==> src/rtl/conv_window_sched.sv <==
// rtl/conv_window_sched.sv - 3x3 convolution window sequencer (image RAM -> MAC engine)
//
// Streams an IMG_W x IMG_H image out of the image RAM in row-major order,
// maintains a two-row line buffer plus a 3x3 tap register, and presents each
// interior window with its centre address to the MAC engine.
//
// Ports:
//   clk, rst              clock, synchronous active-high reset
//   start                 one-cycle pass request, honoured only when idle
//   busy, done            pass in progress / one-cycle end-of-pass pulse
//   mem_rd_en/addr/data   image RAM read port (data returns one cycle later)
//   mac_valid/ready       window handshake to the MAC engine
//   mac_window            9 taps, tap k = 3*dy+dx at [k*PIX_W +: PIX_W]
//   mac_addr              output address of the window centre
//   win_count             windows accepted in the current/last pass
module conv_window_sched #(
   parameter int IMG_W  = 28,
   parameter int IMG_H  = 28,
   parameter int PIX_W  = 8,
   parameter int ADDR_W = 10
) (
   input  logic                 clk,
   input  logic                 rst,
   input  logic                 start,
   output logic                 busy,
   output logic                 done,
   output logic                 mem_rd_en,
   output logic [ADDR_W-1:0]    mem_rd_addr,
   input  logic [PIX_W-1:0]     mem_rd_data,
   output logic                 mac_valid,
   input  logic                 mac_ready,
   output logic [9*PIX_W-1:0]   mac_window,
   output logic [ADDR_W-1:0]    mac_addr,
   output logic [ADDR_W-1:0]    win_count
);
   localparam int COL_W = $clog2(IMG_W);
   localparam logic [ADDR_W-1:0] LAST_PIX = ADDR_W'(IMG_W*IMG_H-1);
   localparam logic [ADDR_W-1:0] LAST_WIN = ADDR_W'((IMG_W-2)*(IMG_H-2)-1);
   localparam logic [ADDR_W-1:0] CTR_OFS  = ADDR_W'(IMG_W+1);
   localparam logic [ADDR_W-1:0] A_ONE    = ADDR_W'(1);
   localparam logic [COL_W-1:0]  LAST_COL = COL_W'(IMG_W-1);
   localparam logic [COL_W-1:0]  C_ONE    = COL_W'(1);
   localparam logic [COL_W-1:0]  C_TWO    = COL_W'(2);

   typedef enum logic [1:0] {S_IDLE, S_RUN, S_DRAIN} state_t;
   state_t r_state, w_next;

   logic [PIX_W-1:0]  r_line1 [2**COL_W];   // row r-1
   logic [PIX_W-1:0]  r_line2 [2**COL_W];   // row r-2
   logic [PIX_W-1:0]  r_tap   [9];
   logic [COL_W-1:0]  r_col;
   logic [1:0]        r_row;                // saturates at 2: only "r>=2" matters
   logic [ADDR_W-1:0] r_pix_idx;            // index of the next pixel to consume
   logic              r_rd_pend;            // read issued last cycle, data on mem_rd_data now
   logic              r_skid_valid;
   logic [PIX_W-1:0]  r_skid_data;

   logic              w_stall, w_accept, w_consume, w_is_win;
   logic [PIX_W-1:0]  w_pix;

   assign w_stall   = mac_valid && !mac_ready;
   assign w_accept  = mac_valid && mac_ready;
   // Pixels are only consumed when the output slot is free or being freed,
   // so a stalled window is never overwritten.
   assign w_consume = (r_rd_pend || r_skid_valid) && !w_stall;
   assign w_pix     = r_skid_valid ? r_skid_data : mem_rd_data;
   assign w_is_win  = (r_row == 2'd2) && (r_col >= C_TWO);

   always_ff @(posedge clk) begin
      if (rst) r_state <= S_IDLE;
      else     r_state <= w_next;
   end

   always_comb begin
      w_next = r_state;
      case (r_state)
         S_IDLE:  if (start) w_next = S_RUN;
         S_RUN:   if (mem_rd_en && mem_rd_addr == LAST_PIX) w_next = S_DRAIN;
         S_DRAIN: if (done) w_next = S_IDLE;
         default: w_next = S_IDLE;
      endcase
   end

   always_comb begin
      busy      = (r_state != S_IDLE);
      mem_rd_en = (r_state == S_RUN) && !w_stall;
      // The last window needs the last pixel, so it is always accepted in DRAIN.
      done      = (r_state == S_DRAIN) && w_accept && (win_count == LAST_WIN);
   end

   always_ff @(posedge clk) begin
      if (rst) begin
         mem_rd_addr  <= '0;
         mac_valid    <= 1'b0;
         mac_addr     <= '0;
         win_count    <= '0;
         r_rd_pend    <= 1'b0;
         r_skid_valid <= 1'b0;
         r_skid_data  <= '0;
         r_col        <= '0;
         r_row        <= '0;
         r_pix_idx    <= '0;
         for (int k = 0; k < 9; k++) r_tap[k] <= '0;
      end else begin
         r_rd_pend <= mem_rd_en;
         if (r_state == S_IDLE && start) begin
            mem_rd_addr  <= '0;
            win_count    <= '0;
            r_col        <= '0;
            r_row        <= '0;
            r_pix_idx    <= '0;
            r_skid_valid <= 1'b0;
         end else begin
            if (mem_rd_en) mem_rd_addr <= mem_rd_addr + A_ONE;
            if (w_accept)  win_count   <= win_count + A_ONE;
            // A word landing during a stall parks in the skid register.
            if (r_rd_pend && !w_consume) begin
               r_skid_data  <= mem_rd_data;
               r_skid_valid <= 1'b1;
            end else if (w_consume) begin
               r_skid_valid <= 1'b0;
            end
            if (w_consume) begin
               mac_valid <= w_is_win;
               if (w_is_win) mac_addr <= r_pix_idx - CTR_OFS;
               for (int dy = 0; dy < 3; dy++) begin
                  r_tap[3*dy]   <= r_tap[3*dy+1];
                  r_tap[3*dy+1] <= r_tap[3*dy+2];
               end
               r_tap[2]  <= r_line2[r_col];
               r_tap[5]  <= r_line1[r_col];
               r_tap[8]  <= w_pix;
               r_pix_idx <= r_pix_idx + A_ONE;
               if (r_col == LAST_COL) begin
                  r_col <= '0;
                  if (r_row != 2'd2) r_row <= r_row + 2'd1;
               end else begin
                  r_col <= r_col + C_ONE;
               end
            end else if (w_accept) begin
               mac_valid <= 1'b0;
            end
         end
      end
   end

   // Line buffer contents need no reset: rows are refilled before use each pass.
   always_ff @(posedge clk) begin
      if (w_consume) begin
         r_line2[r_col] <= r_line1[r_col];
         r_line1[r_col] <= w_pix;
      end
   end

   always_comb begin
      mac_window = '0;
      for (int k = 0; k < 9; k++) mac_window[k*PIX_W +: PIX_W] = r_tap[k];
   end
endmodule

==> config.mk <==
export PLATFORM = sky130hd
export DESIGN_NAME = conv_window_sched
export DESIGN_NICKNAME = d
export VERILOG_FILES = /design/src/rtl/conv_window_sched.sv
export SDC_FILE = /design/constraint.sdc
export NUM_CORES = 1
export LEC_CHECK = 0
export BUFFER_PORTS_ARGS = -buffer_cell sky130_fd_sc_hd__buf_2
export CAP_MARGIN = 20
export CORE_MARGIN = 3
export CORE_UTILIZATION = 55
export CTS_BUF_LIST = sky130_fd_sc_hd__clkbuf_4 sky130_fd_sc_hd__clkbuf_8
export DETAILED_ROUTE_END_ITERATION = 8
export PLACE_DENSITY = 0.7
export SKIP_CTS_REPAIR_TIMING = 1
export SYNTH_ARGS = -nofsm -noshare
export SYNTH_HDL_FRONTEND = slang
export SYNTH_SLANG_ARGS = --single-unit
==> constraint.sdc <==
create_clock -name clk -period 8.6 [get_ports clk]
set_input_delay 0.43 -clock clk [delete_from_list [all_inputs] [get_ports clk]]
set_output_delay 0.43 -clock clk [all_outputs]
set_load 0.005 [all_outputs]
==> run_results.csv <==
group,metric,value,unit
sta,maxSlewViolCount,0,
run,maxCapViolCount,0,
layout,post-route-util,63.1,%
placement,dp_hpwl,33300,um
worst_setup_path,startpoint_type,"register",
sta,fin_tns_setup,0,ps
cts,cts_max_path_buffers,3,
logic_synthesis,yosysSeqAreaShare,74.0,%
floorplan,die_y,221,um
sta,period_minus_slack,3530,ps
worst_setup_path,arrival,3960,ps
floorplan,dieArea,0.0489,mm2
logic_synthesis,post_synth.cell_area_avg,17.2,um2
worst_setup_path,crit_required,9030,ps
route,first_pass_iters,5,
cts,clk_latency,680,ps
status,outcome,"completed",
floorplan,coreArea,0.0456,mm2
cts,cts_max_level,3,
layout,multi_input_area,0.00623,mm2
cts,cts.sinks,649,
power_and_ir_drop,vdd_drop_max,0.149,mV
layout,fin_nets,1688,
logic_synthesis,ys_top_cells_by_area,"edfxtp_1 69%, mux2i_1 7.1%, dfxtp_1 5.1%",
sta,timing.slew.headroom,15.9,%
grt,grt_usage,23.8,%
cts,cts_buffers,100,
logic_synthesis,synth_edf_count,584,
route,wl,58900,um
power_and_ir_drop,powerDensity,213,mW/mm2
placement,gp_congestion,0.803,
floorplan,initial_utilization,55.8,%
logic_synthesis,ys_ff_latch,649,
logic_synthesis,ys_warn_count,0,
grt,grt_pass1_wl,87700,um
route,antenna_left,0,
logic_synthesis,ys_types,54,
layout,fill_cells,3193,
sta,rsz0062_at_grt,"no",
grt,grt_max_degree,143,
placement,port_buffers,117,
grt,antenna_found_initial,1,
route,wl_per_cell,25.1,um
sta,clock-skew-final,30.0,ps
route,vias,14000,
logic_synthesis,synth_flop_cell,"edfxtp_1",
logic_synthesis,synth.net_count,1504,
grt,grt.overflow.total,0,
route,drc,0,
worst_setup_path,crit_type,"reg2reg",
route,initialDrtViolationCount,1483,
worst_setup_path,worstRegToRegCells,7,
sta,fmax,283,MHz
cts,cts_tree,"built",
grt,first_global_vias,13900,
worst_setup_path,end_kind,"register",
logic_synthesis,async_flop_share,0,%
hold_path,hold_class,"in2reg",
floorplan,pin_count,118,
floorplan,fp.dieW,221,um
logic_synthesis,postSynthCellCount,1483,
floorplan,rows,78,
cts,cts_root_buffer,"clkbuf_8",
layout,layout-drive-gt1-share,24.3,%
cts,cts.clk_slew.worst_paths,60,ps
hold_path,hold_depth,3,
layout,seq_area,0.0188,mm2
placement,dpl_cell_area,0.0269,mm2
worst_setup_path,rrSetupSlack,5070,ps
layout,syn2layout_area_growth,13.0,%
logic_synthesis,synth_area_leader_cell,"edfxtp_1",
sta,worst_pin_slew,1260,ps
sta,hold_viol,0,
layout,design_area,0.0288,mm2
hold_path,hold_start,"mem_rd_data[7]",
route,vias_per_cell,5.97,
sta,finalSetupViolCount,0,
sta,finalCritPeriodShare,41.1,%
logic_synthesis,synth_top_area_share,68.9,%
logic_synthesis,synth_area,0.0255,mm2
power_and_ir_drop,p_leak,9.47,nW
worst_setup_path,crit_fanout,142,
critical path: stages, from the launching register on:
cell,delay (ps)
dfxtp_4,710
buf_12,600
mux2i_1,290
a22oi_1,120
a21oi_1,650
nor4_4,110
buf_4,290
and2_1,180
Yosys cell counts (all sizes together), types with 12 or more instances:
master / number
a21oi: 47
a22oi: 72
and3: 62
buf: 41
clkbuf: 47
dfxtp: 65
edfxtp: 584
mux2: 20
mux2i: 181
mux4: 48
nand2: 44
nand3: 17
nor2: 90
nor4: 12
xnor2: 13
xor2: 20
layout make-up:
cell class / count / share of cell area, %
timing repair buffer: 170 / 3.46
antenna: 1 / 0.00870
clock buffer: 143 / 6.00
sequential: 649 / 65.5
clock inverter: 38 / 0.605
tap: 600 / 2.61
inverter: 10 / 0.131
multi-input combinational: 736 / 21.7
registers in the layout, summed over array words and instances (netlist names), named ones only:
name and flops:
r_line1 256, r_line2 256, r_tap 72, mac_addr 10, mem_rd_addr 10, r_pix_idx 10
win_count 10, r_skid_data 8, r_col 5, r_row 2, r_state 2, mac_valid 1
r_rd_pend 1, r_skid_valid 1
path summary, 6_finish.rpt:
check / endpoint
worst min-delay path: r_skid_data[7]
worst min register to register: mac_addr[1]
worst max register to register: r_tap[0][42]
worst max-delay path: r_tap[0][42]
per-layer routing:
| metal | vias up | routed length [um] | GRT usage, % |
|---|---|---|---|
| met3 | 101 | 4700 | 4.97 |
| met1 | 7140 | 24100 | 33.3 |
| met2 | 565 | 28700 | 37.9 |
| met5 | - | 0 | 0 |
| met4 | 0 | 1450 | 8.21 |
| li1 | 6210 | - | - |
power breakdown:
group | switching [mW] | internal (mW) | total (mW)
combinational | 0.147 | 0.0633 | 0.210
clock | 1.14 | 1.29 | 2.43
sequential | 0.0156 | 3.48 | 3.49
total | 1.31 | 4.83 | 6.13
cell families (layout without fill, tap and decap cells):
kind of cell,Yosys count,count (layout),synth area share (%)
flip-flops,649,649,74.0
AND/OR/NAND/NOR,283,283,5.83
multiplexers,249,249,12.2
AO/OA/AOI/OAI,162,162,4.37
buffers and inverters,98,361,1.97
XOR/XNOR,33,33,1.14
adder cells (fa/ha/maj),9,9,0.442
other,0,1,0
placed cells by master, fill, tap and decap left out, types with 11 or more instances in the layout:
master and instances:
clkbuf_4 39, nor2_1 84, dfxtp_1 62, clkinv_2 11
buf_4 52, mux2_2 20, nand3_1 17, nand2_1 44
a211oi_1 11, and3_1 60, mux4_2 48, clkinv_1 23
buf_2 117, a21oi_1 47, xnor2_1 13, xor2_1 20
edfxtp_1 584, clkbuf_8 104, mux2i_1 181, a22oi_1 72
through the flow:
step / std cells / hold slack (ps) / setup slack, ps / power (mW)
after global placement: 2165 / 467 / 5240 / 3.76
after floorplan: 1483 / 454 / 5890 / 3.67
after CTS: 2346 / -17.2 / 5180 / 6.18
after detailed placement: 2165 / 480 / 5210 / 3.77
final: 2347 / 27.5 / 5070 / 6.13
after global routing: 2346 / 15.7 / 4980 / 6.34
Note: power is estimated with default switching activity, not from simulation.
